File: config.mk
export PLATFORM = sky130hd
export DESIGN_NAME = redirect_ctrl
export DESIGN_NICKNAME = d
export VERILOG_FILES = /design/src/rtl/ctrl_pkg.sv /design/src/rtl/redirect_slot.sv /design/src/rtl/redirect_ctrl.sv
export SDC_FILE = /design/constraint.sdc
export NUM_CORES = 1
export LEC_CHECK = 0
export ABC_AREA = 1
export CAP_MARGIN = 25
export CORE_ASPECT_RATIO = 0.75
export CORE_MARGIN = 1
export CORE_UTILIZATION = 60
export CTS_CLUSTER_DIAMETER = 200
export DETAILED_ROUTE_END_ITERATION = 12
export DONT_BUFFER_PORTS = 1
export GPL_TIMING_DRIVEN = 0
export PLACE_DENSITY = 0.79
export REMOVE_ABC_BUFFERS = 1
export SLEW_MARGIN = 20
export SYNTH_ARGS = -nofsm -noshare
export SYNTH_HDL_FRONTEND = slang
export SYNTH_SLANG_ARGS = --single-unit
File: constraint.sdc
create_clock -name clk -period 1.83 [get_ports clk]
set_input_delay 0.183 -clock clk [delete_from_list [all_inputs] [get_ports clk]]
set_output_delay 0.183 -clock clk [all_outputs]
set_load 0.1 [all_outputs]
File: src/rtl/ctrl_pkg.sv
// rtl/ctrl_pkg.sv - shared types for the front-end redirect controller
package ctrl_pkg;

    typedef enum logic [1:0] {
        RUN,
        SLEEP,
        WAKE
    } wfi_state_e;

    // Listed in priority order, highest first
    typedef enum logic [1:0] {
        SRC_TRAP,
        SRC_BJ,
        SRC_WFI
    } redir_src_e;

    localparam int unsigned INSN_BYTES = 4;

endpackage

File: src/rtl/redirect_slot.sv
// rtl/redirect_slot.sv - single valid/ready holding register for the redirect target
module redirect_slot
    import ctrl_pkg::*;
#(
    parameter int WIDTH = 64
) (
    input  logic             clk,
    input  logic             rst_n,
    input  logic             load,
    input  logic [WIDTH-1:0] pc_in,
    input  logic             ready,
    output logic             valid,
    output logic [WIDTH-1:0] pc_out
);

    // The target stays frozen while valid is high; load wins over completion
    always_ff @(posedge clk or negedge rst_n) begin
        if (!rst_n) begin
            valid  <= 1'b0;
            pc_out <= '0;
        end else if (load) begin
            valid  <= 1'b1;
            pc_out <= pc_in;
        end else if (valid && ready) begin
            valid  <= 1'b0;
        end
    end

endmodule

File: src/rtl/redirect_ctrl.sv
// rtl/redirect_ctrl.sv - prioritized redirect toward fetch plus WFI sequencer (optional WFI_TIMEOUT_EN)
module redirect_ctrl
    import ctrl_pkg::*;
#(
    parameter int XLEN        = 64,
    parameter int WFI_TIMEOUT = 1024
) (
    input  logic            clk,
    input  logic            rst_n,
    input  logic            stall,
    input  logic [XLEN-1:0] pc,
    input  logic            bj_en,
    input  logic [XLEN-1:0] bj_pc,
    input  logic            trap_en,
    input  logic [XLEN-1:0] trap_pc,
    input  logic            wfi_op,
    input  logic            irq_pending,
    input  logic            fetch_ready,
    output logic            redir_valid,
    output logic [XLEN-1:0] redir_pc,
    output logic            flush,
    output logic            halt_fetch,
    output logic            sleeping
);

    wfi_state_e      state, state_next;
    redir_src_e      src;
    logic            accept;
    logic            take;
    logic            wfi_take;
    logic            load;
    logic [XLEN-1:0] load_pc;
    logic [XLEN-1:0] wake_pc;
    logic            tmo_hit;

    // Events are only looked at while running with an empty slot
    assign accept = !stall && !redir_valid && (state == RUN);

    always_comb begin
        take = 1'b0;
        src  = SRC_TRAP;
        if (accept) begin
            if (trap_en) begin
                take = 1'b1;
                src  = SRC_TRAP;
            end else if (bj_en) begin
                take = 1'b1;
                src  = SRC_BJ;
            end else if (wfi_op) begin
                take = 1'b1;
                src  = SRC_WFI;
            end
        end
    end

    assign wfi_take = take && (src == SRC_WFI);
    assign load     = (take && (src != SRC_WFI)) || (state == WAKE);

    always_comb begin
        load_pc = wake_pc;
        if (state == RUN) begin
            load_pc = (src == SRC_TRAP) ? trap_pc : bj_pc;
        end
    end

    always_comb begin
        state_next = state;
        case (state)
            RUN:     if (wfi_take) state_next = SLEEP;
            SLEEP:   if (irq_pending || tmo_hit) state_next = WAKE;
            WAKE:    state_next = RUN;
            default: state_next = RUN;
        endcase
    end

    always_ff @(posedge clk or negedge rst_n) begin
        if (!rst_n) begin
            state      <= RUN;
            wake_pc    <= '0;
            flush      <= 1'b0;
            halt_fetch <= 1'b0;
            sleeping   <= 1'b0;
        end else begin
            state      <= state_next;
            if (wfi_take) begin
                wake_pc <= pc + XLEN'(INSN_BYTES);
            end
            // Tracks the slot's next valid, plus the one-cycle kill on sleep entry
            flush      <= load || (redir_valid && !fetch_ready) || wfi_take;
            halt_fetch <= (state_next != RUN);
            sleeping   <= (state_next == SLEEP);
        end
    end

`ifdef WFI_TIMEOUT_EN
    localparam int TMO_W = $clog2(WFI_TIMEOUT + 1);

    logic [TMO_W-1:0] wfi_cnt;

    always_ff @(posedge clk or negedge rst_n) begin
        if (!rst_n) begin
            wfi_cnt <= '0;
        end else if (wfi_take) begin
            wfi_cnt <= '0;
        end else if (state == SLEEP) begin
            wfi_cnt <= wfi_cnt + TMO_W'(1);
        end
    end

    assign tmo_hit = (state == SLEEP) && (wfi_cnt == TMO_W'(WFI_TIMEOUT - 1));
`else
    logic unused_tmo_cfg;

    assign unused_tmo_cfg = (WFI_TIMEOUT != 0);
    assign tmo_hit        = 1'b0;
`endif

    redirect_slot #(
        .WIDTH (XLEN)
    ) u_slot (
        .clk    (clk),
        .rst_n  (rst_n),
        .load   (load),
        .pc_in  (load_pc),
        .ready  (fetch_ready),
        .valid  (redir_valid),
        .pc_out (redir_pc)
    );

endmodule

# ---- Word-level counts from Yosys, hierarchy flattened
# Index checks and enable logic that the tools add are counted.
dict set report totals {
  regBits 134
}
dict set report op_classes {
  n_eq_ne 5
  addsub 1
  n_mux 15
  n_reduce_logical 16
}
# operator n
set op_table {}
lappend op_table {{64-bit 2-to-1 mux} 2}
lappend op_table {{64-bit by 3-bit adder with 64-bit output, second input constant} 1}
lappend op_table {{2-bit 2-to-1 mux} 6}
lappend op_table {{1-bit logical AND} 6}
lappend op_table {{1-bit 2-to-1 mux} 6}
lappend op_table {{2-bit by 1-bit equality test with 1-bit output, second input constant} 2}
lappend op_table {{2-bit equality test, second input constant} 2}
lappend op_table {{2-bit zero test} 2}
lappend op_table {{2-bit one-hot mux with 2 select lines} 1}
lappend op_table {{2-bit nonzero test} 2}
lappend op_table {{1-bit zero test} 3}
lappend op_table {{1-bit logical OR} 3}
lappend op_table {{2-bit inequality test, second input constant} 1}

# ---- Logic depth before layout (Yosys ltp)
# Gate-level depths: netlist (run 1).
dict set report depth {
  ltp_word 9
  ltp_mapped 11
  ltp_nobuf 11
}

# ---- By module
# A second synthesis (run 1) with hierarchy kept.
dict set report unflattened {
  cells_unflattened 1257
  area_unflattened_um2 8314.2
}
# module seq_area_each_um2 n_inst area_each_um2 cells_each
set modules_own_cells {}
lappend modules_own_cells {redirect_ctrl 1726.7 1 5796.8 982}
lappend modules_own_cells {redirect_slot 1626.6 1 2517.4 275}

# ---- Worst setup path before layout (run 1)
# Ideal clock, no wire load.
dict set report synth_path {
  kind {register to register}
  from {register u_slot.valid}
  to {register u_slot.pc_out[43]}
  n_path_buf 2
  stages_incl_launch_ff 9
  setup_ps 78
  setup_slack_ps -102
  required_ps 1752
  arrival_ps 1854
  path_cell_list {dfrtp_1 inv_1 nand3_1 inv_2 nand2_2 buf_2 buf_2 o211ai_1 a21oi_1}
}
dict set report synth_between {
  elab_chain_len 7
  word_cells_on_any_way 11
  classes_between {eq/ne: 1; mux: 4; reduce/logical: 6}
}
# element line
set synth_lines {}
lappend synth_lines {{start: declaration} redirect_slot.sv:12} ;# output logic valid,
lappend synth_lines {{start signal: assignment} redirect_slot.sv:19} ;# valid <= 1'b0;
lappend synth_lines {{start signal: assignment} redirect_slot.sv:22} ;# valid <= 1'b1;
lappend synth_lines {{start signal: assignment} redirect_slot.sv:25} ;# valid <= 1'b0;
lappend synth_lines {{1-bit zero test *} redirect_ctrl.sv:37} ;# assign accept = !stall && !redir_valid && (state == RUN);
lappend synth_lines {{1-bit logical AND * (2 in a row)} redirect_ctrl.sv:37}
lappend synth_lines {{2-bit 2-to-1 mux} redirect_ctrl.sv:42} ;# if (accept) begin
lappend synth_lines {{2-bit zero test / 2-bit inequality test (equally long branches)} {redirect_ctrl.sv:62, redirect_ctrl.sv:57}}
lappend synth_lines {{64-bit 2-to-1 mux / 1-bit logical AND (equally long branches)} {redirect_ctrl.sv:62, redirect_ctrl.sv:57}}
lappend synth_lines {{64-bit 2-to-1 mux / 1-bit logical OR (equally long branches)} {redirect_ctrl.sv:61, redirect_ctrl.sv:57}}
lappend synth_lines {{end signal: assignment} redirect_slot.sv:23} ;# pc_out <= pc_in;
lappend synth_lines {{end: declaration} redirect_slot.sv:13} ;# output logic [WIDTH-1:0] pc_out
# Every way passes the cells marked *; elsewhere a longest branch is shown, timed or not.
# A chain may end at the register's enable or synchronous reset.

# ---- Final worst setup path (run 1)
dict set report layout_path {
  from {register u_slot.valid}
  to {register u_slot.pc_out[29]}
}
# Same word-level chain as after synthesis.

==> summary.txt, run 1 <==
WP data required: 2130 ps
Synth Cell Area: 8323 sq um
most common cell after layout, fill and taps aside: nand2_1
Clock Sinks: 134
Initial Util: 62.85%
Routed Antenna Nets: 0
nets: 1496
final worst path period share: 113.6%
most frequent cells in the layout: 336 x nand2_1, 131 x dfrtp_1, 122 x nor2_1, 111 x inv_1, 87 x dlygate4sd3_1
Rel. slew slack: 30.92%
RSZ-0062 raised after global routing: yes
Die W: 138 microns
final hold violation count: 137
H-tree levels: 4
Setup WS post-layout: -249.6 ps
First-pass DRT Iterations: 7
CTS tree: yes
layout cell share with drive strength beyond 1: 19.65%
register area share after synthesis: 40.29%
final WL: 37.69 mm
drt drc: 0
Finished Layout Cells: 1481
YS warnings: 0
clk slew on worst S/H paths: 70 ps
via-per-instance ratio: 6.600
CP max FO: 33
final setup TNS: -6319 ps
register area: 3362 sq um
Overflow after GRT: 0
GRT Resource Usage Total: 46.38%
core box area: 13240 sq um
top-area cell type share of the netlist area: 40.29%
clock buffer depth: 2
Synth Register Bits: 134
Yosys cell types: 33
post-route core utilization: 86.11%
Slew Limit Fails: 0
placed cell area: 8346 sq um
Pleak: 5.249 nW
First DRT Iteration DRCs: 1342
EDFF count, synth: 0
first-pass GRT wire length: 50.41 mm
Hold Buf Count CTS: 87
crit path DAT: 2380 ps
clock period minus final worst setup slack: 2080 ps
initial antenna violation count: 0
row count: 36
crit path kind: flop to flop
Post-synth ARST share: 100.0%
latest clock arrival within the worst-skew pair: 430 ps
Area contributors post-synth: dfrtp_1 40%, nand2_1 15%, a21oi_1 8.1%, nor2_1 7.8%, o211ai_1 5.8%
P&R area growth vs syn: 37.01%
Via Count: 9775
failing checks: negative hold slack, negative setup slack
num ports: 268
worst min-delay path category: input port to async pin
leading area contributor after synthesis: dfrtp_1
Multi-input gate area: 4984 sq um
final instance area: 11400 sq um
die area: 14350 sq um
syn_area_per_cell: 7.000 sq um
HPWL Detailed: 16.35 mm
Worst setup EP type: flop
number of port buffers: 0
status: complete, but fails checks
Inst Count DP: 1308
Place WS: -1853 ps
WL per Instance: 25.45 microns
pwr dens: 1389 nW/um^2
number of buffers created by CTS: 17
# setup viols final: 71
Hold Slack: -552.9 ps
number of global-route vias before repair: 9010
Critical Path Start Type: flop
fmax: 0.4809 GHz
Pwr Total: 15.84 mW
maximum VDD drop: 1.268 mV
Clk Tree Root Cell: clkbuf_16
Fillers: 696
worst slew pin tran: 1036 ps
Top FF cell, synth: dfrtp_1
die height: 104 microns
Max Clock Skew: 9.399 ps
cell count after synthesis: 1189
routability congestion estimate: 0.9100
Max Cap Viol: 0
largest net degree at the start of global routing: 135
==> worst max-delay path, cell delays in order, from the launching register on <==
cell and delay (ps):
dfrtp_4 630, inv_6 130, nand2_4 60, o21bai_4 210, buf_12 190, nand2_8 190
a21oi_1 380, a21oi_2 130
==> flip-flops by register name (all words and copies together) (netlist names) <==
register	flops
wake_pc	64
state	2
flush	1
sleeping	1
halt_fetch	1
u_slot.valid	1
u_slot.pc_out	64
==> cell usage after synthesis (6+ instances only) <==
| library cell | instances |
|---|---|
| xor2_1 | 15 |
| a21oi_1 | 134 |
| nand4_1 | 8 |
| nand3_1 | 55 |
| xnor2_1 | 13 |
| o21ai_0 | 17 |
| nor2_2 | 7 |
| nor2_1 | 174 |
| o21ai_1 | 9 |
| nand2_4 | 6 |
| inv_1 | 113 |
| clkbuf_1 | 24 |
| nand2_1 | 342 |
| buf_6 | 7 |
| dfrtp_1 | 134 |
| buf_2 | 16 |
| o21bai_1 | 13 |
| o211ai_1 | 64 |
| nand2_2 | 7 |
==> worst paths after layout <==
path	start	endpoint	slack (ps)	depth (start not counted)
worst max-delay path	u_slot.valid$_DFFE_PN0P_	u_slot.pc_out[29]$_DFFE_PN0P_	-250	7
worst min-delay path	rst_n	u_slot.pc_out[63]$_DFFE_PN0P_	-550	0
worst max register to register	u_slot.valid$_DFFE_PN0P_	u_slot.pc_out[29]$_DFFE_PN0P_	-250	7
worst min register to register	wake_pc[56]$_DFFE_PN0P_	wake_pc[56]$_DFFE_PN0P_	490	2
max in group asynchronous	rst_n	wake_pc[6]$_DFFE_PN0P_	2200	0
min in group clk	pc[43]	wake_pc[43]$_DFFE_PN0P_	-10	3
==> what timing repair did <==
item,in CTS,in global routing
setup buffers,15,11
hold endpoints to repair,220,134
setup endpoints to repair,133,103
resized for setup,60,171
gates cloned,21,4
pin swaps,10,18
==> where the power goes <==
part           switching [mW]  internal [mW]
sequential               5.07           3.88
clock                    1.41           2.07
combinational            2.00           1.40
total                    8.48           7.35
==> layer usage <==
layer  track usage, %  vias to the layer above  part of all wire (%)
met5                0                        -                     0
met4            25.20                        0                   7.9
met3            16.16                      306                    16
met2            71.57                      945                    43
met1            57.05                     4472                    34
li1                 -                     4052                     -
==> layout make-up <==
type,instances,area share (%)
antenna,2,0.04389
clock buffer,20,4.005
clock inverter,12,1.097
inverter,118,4.400
multi-input combinational,891,43.70
sequential,134,29.48
tap,171,1.876
timing repair buffer,126,13.55
timing repair inverter,7,1.843
==> logic make-up (layout without fill, tap and decap cells) <==
group | count (synthesis) | after routing | synth area share (%)
xor+xnor | 28 | 28 | 2.947
simple gates | 612 | 621 | 30.85
buf+inv | 173 | 283 | 8.810
flops | 134 | 134 | 40.29
compound gates | 241 | 241 | 16.96
other cells | 0 | 2 | 0
fa+ha+maj | 1 | 1 | 0.1503
Note: power is estimated with default switching activity, not from simulation.
==> run 2: changes to the inputs <==
Settings changed: CORE_UTILIZATION 60 to 47, PLACE_DENSITY 0.79 to 0.65.
==> summary.txt, run 2 (synthesized netlist as in run 1, its figures left out) <==
status: complete, but fails checks
failing checks: negative hold slack, negative setup slack
drt drc: 0
maximum VDD drop: 0.8782 mV
Die W: 155.7 microns
number of buffers created by CTS: 17
First-pass DRT Iterations: 5
pwr dens: 1310 nW/um^2
Clk Tree Root Cell: clkbuf_16
most frequent cells in the layout: 341 x nand2_1, 173 x nor2_1, 140 x dlygate4sd3_1, 131 x dfrtp_1, 112 x a21oi_1
crit path DAT: 2150 ps
Setup WS post-layout: -27.54 ps
CTS tree: yes
CP max FO: 17
worst min-delay path category: input port to async pin
P&R area growth vs syn: 36.06%
final worst path period share: 101.5%
die area: 18250 sq um
Worst setup EP type: flop
clock period minus final worst setup slack: 1858 ps
fmax: 0.5383 GHz
latest clock arrival within the worst-skew pair: 420 ps
final hold violation count: 134
row count: 41
HPWL Detailed: 17.46 mm
largest net degree at the start of global routing: 135
GRT Resource Usage Total: 35.40%
Slew Limit Fails: 0
core box area: 17080 sq um
Max Clock Skew: 12.53 ps
nets: 1538
layout cell share with drive strength beyond 1: 10.67%
Critical Path Start Type: flop
H-tree levels: 4
top flop regs: u_slot.pc_out: 64 flops, wake_pc: 64 flops, state: 2 flops
clock buffer depth: 2
number of port buffers: 0
Rel. slew slack: 29.38%
Hold Slack: -557.8 ps
WL per Instance: 20.94 microns
worst slew pin tran: 1055 ps
die height: 117.2 microns
Clock Sinks: 134
initial antenna violation count: 1
RSZ-0062 raised after global routing: yes
Routed Antenna Nets: 0
First DRT Iteration DRCs: 679
post-route core utilization: 66.29%
# setup viols final: 4
clk slew on worst S/H paths: 70 ps
WP data required: 2120 ps
routability congestion estimate: 0.8677
crit path kind: flop to flop
Initial Util: 48.72%
final WL: 33.24 mm
Pleak: 5.318 nW
via-per-instance ratio: 5.595
number of global-route vias before repair: 8394
num ports: 268
Via Count: 8879
first-pass GRT wire length: 47.40 mm
most common cell after layout, fill and taps aside: nand2_1
Fillers: 1460
Overflow after GRT: 0
Max Cap Viol: 0
[run 2: cell count changes in the layout (fill, tap and decap cells not counted), sizes merged, moves of 2 or more]
cell,before,now
inv,118,121
nand2,361,363
clkinv,13,7
clkbuf,24,22
dlygate4sd3,87,140
buf,34,26
[run 2: final timing paths]
kind	start	to	slack, ps	depth (start not counted)
setup / recovery	u_slot.valid$_DFFE_PN0P_	u_slot.pc_out[16]$_DFFE_PN0P_	-30	7
hold / removal	rst_n	u_slot.pc_out[0]$_DFFE_PN0P_	-560	0
setup reg to reg	u_slot.valid$_DFFE_PN0P_	u_slot.pc_out[16]$_DFFE_PN0P_	-30	7
hold reg to reg	wake_pc[59]$_DFFE_PN0P_	wake_pc[59]$_DFFE_PN0P_	480	2
max in group asynchronous	rst_n	wake_pc[43]$_DFFE_PN0P_	2130	0
min in group clk	bj_pc[39]	u_slot.pc_out[39]$_DFFE_PN0P_	10	2
[run 2: power by group]
group / switching [mW] / internal [mW]
combinational: 1.44 / 1.14
sequential: 4.80 / 3.89
clock: 1.41 / 2.16
total: 7.64 / 7.19
[run 2: worst max-delay path: stages, from the launching register on]
cell and delay [ps]:
dfrtp_4 630, inv_4 130, nand2_1 90, o21bai_4 250, buf_12 190, nand2_8 150
a21oi_1 170, a21oi_1 110
[run 2: stage by stage]
stage	setup slack (ps)	power (mW)	cell area [sq um]	cells	setup TNS, ps
after detailed placement	-2072	10.43	8427	1373	-190340
after floorplan	-2899	9.926	8033	1134	-339960
after CTS	-45.26	14.57	10940	1571	-401.6
final	-27.54	14.83	11320	1587	-67.56
after global placement	-5387	10.37	8328	1370	-599980
after global routing	-72.62	15.42	11320	1587	-1561
[run 2: timing repair]
action                                  in CTS  in global routing
endpoints found under the setup margin     133                105
buffers inserted                            12                  8
pin swaps                                    9                  8
cloned                                      15                  7
resized for setup                           33                 38
hold buffers                               139                  1
hold endpoints to repair                   245                135
[run 2: final cells by class]
class	instances	area, sq um	area share (%)
clock buffers	18	429.2	3.790
repair inverters	2	31.28	0.2762
inverters	118	504.2	4.453
clock inverters	14	172.7	1.525
well taps	236	295.3	2.607
multi-input cells	893	4568	40.34
flip-flops and latches	134	3362	29.69
diodes	1	2.502	0.02210
repair buffers	171	1959	17.30
[run 2: metal layers]
metal,wire length [microns],GRT usage [%],share of wire (%),vias up
met3,2891,10.46,8.7,61
met4,761,11.18,2.3,0
met5,0,0,0,-
met2,14940,57.04,45,467
li1,-,-,-,4140
met1,14650,46.16,44,4211
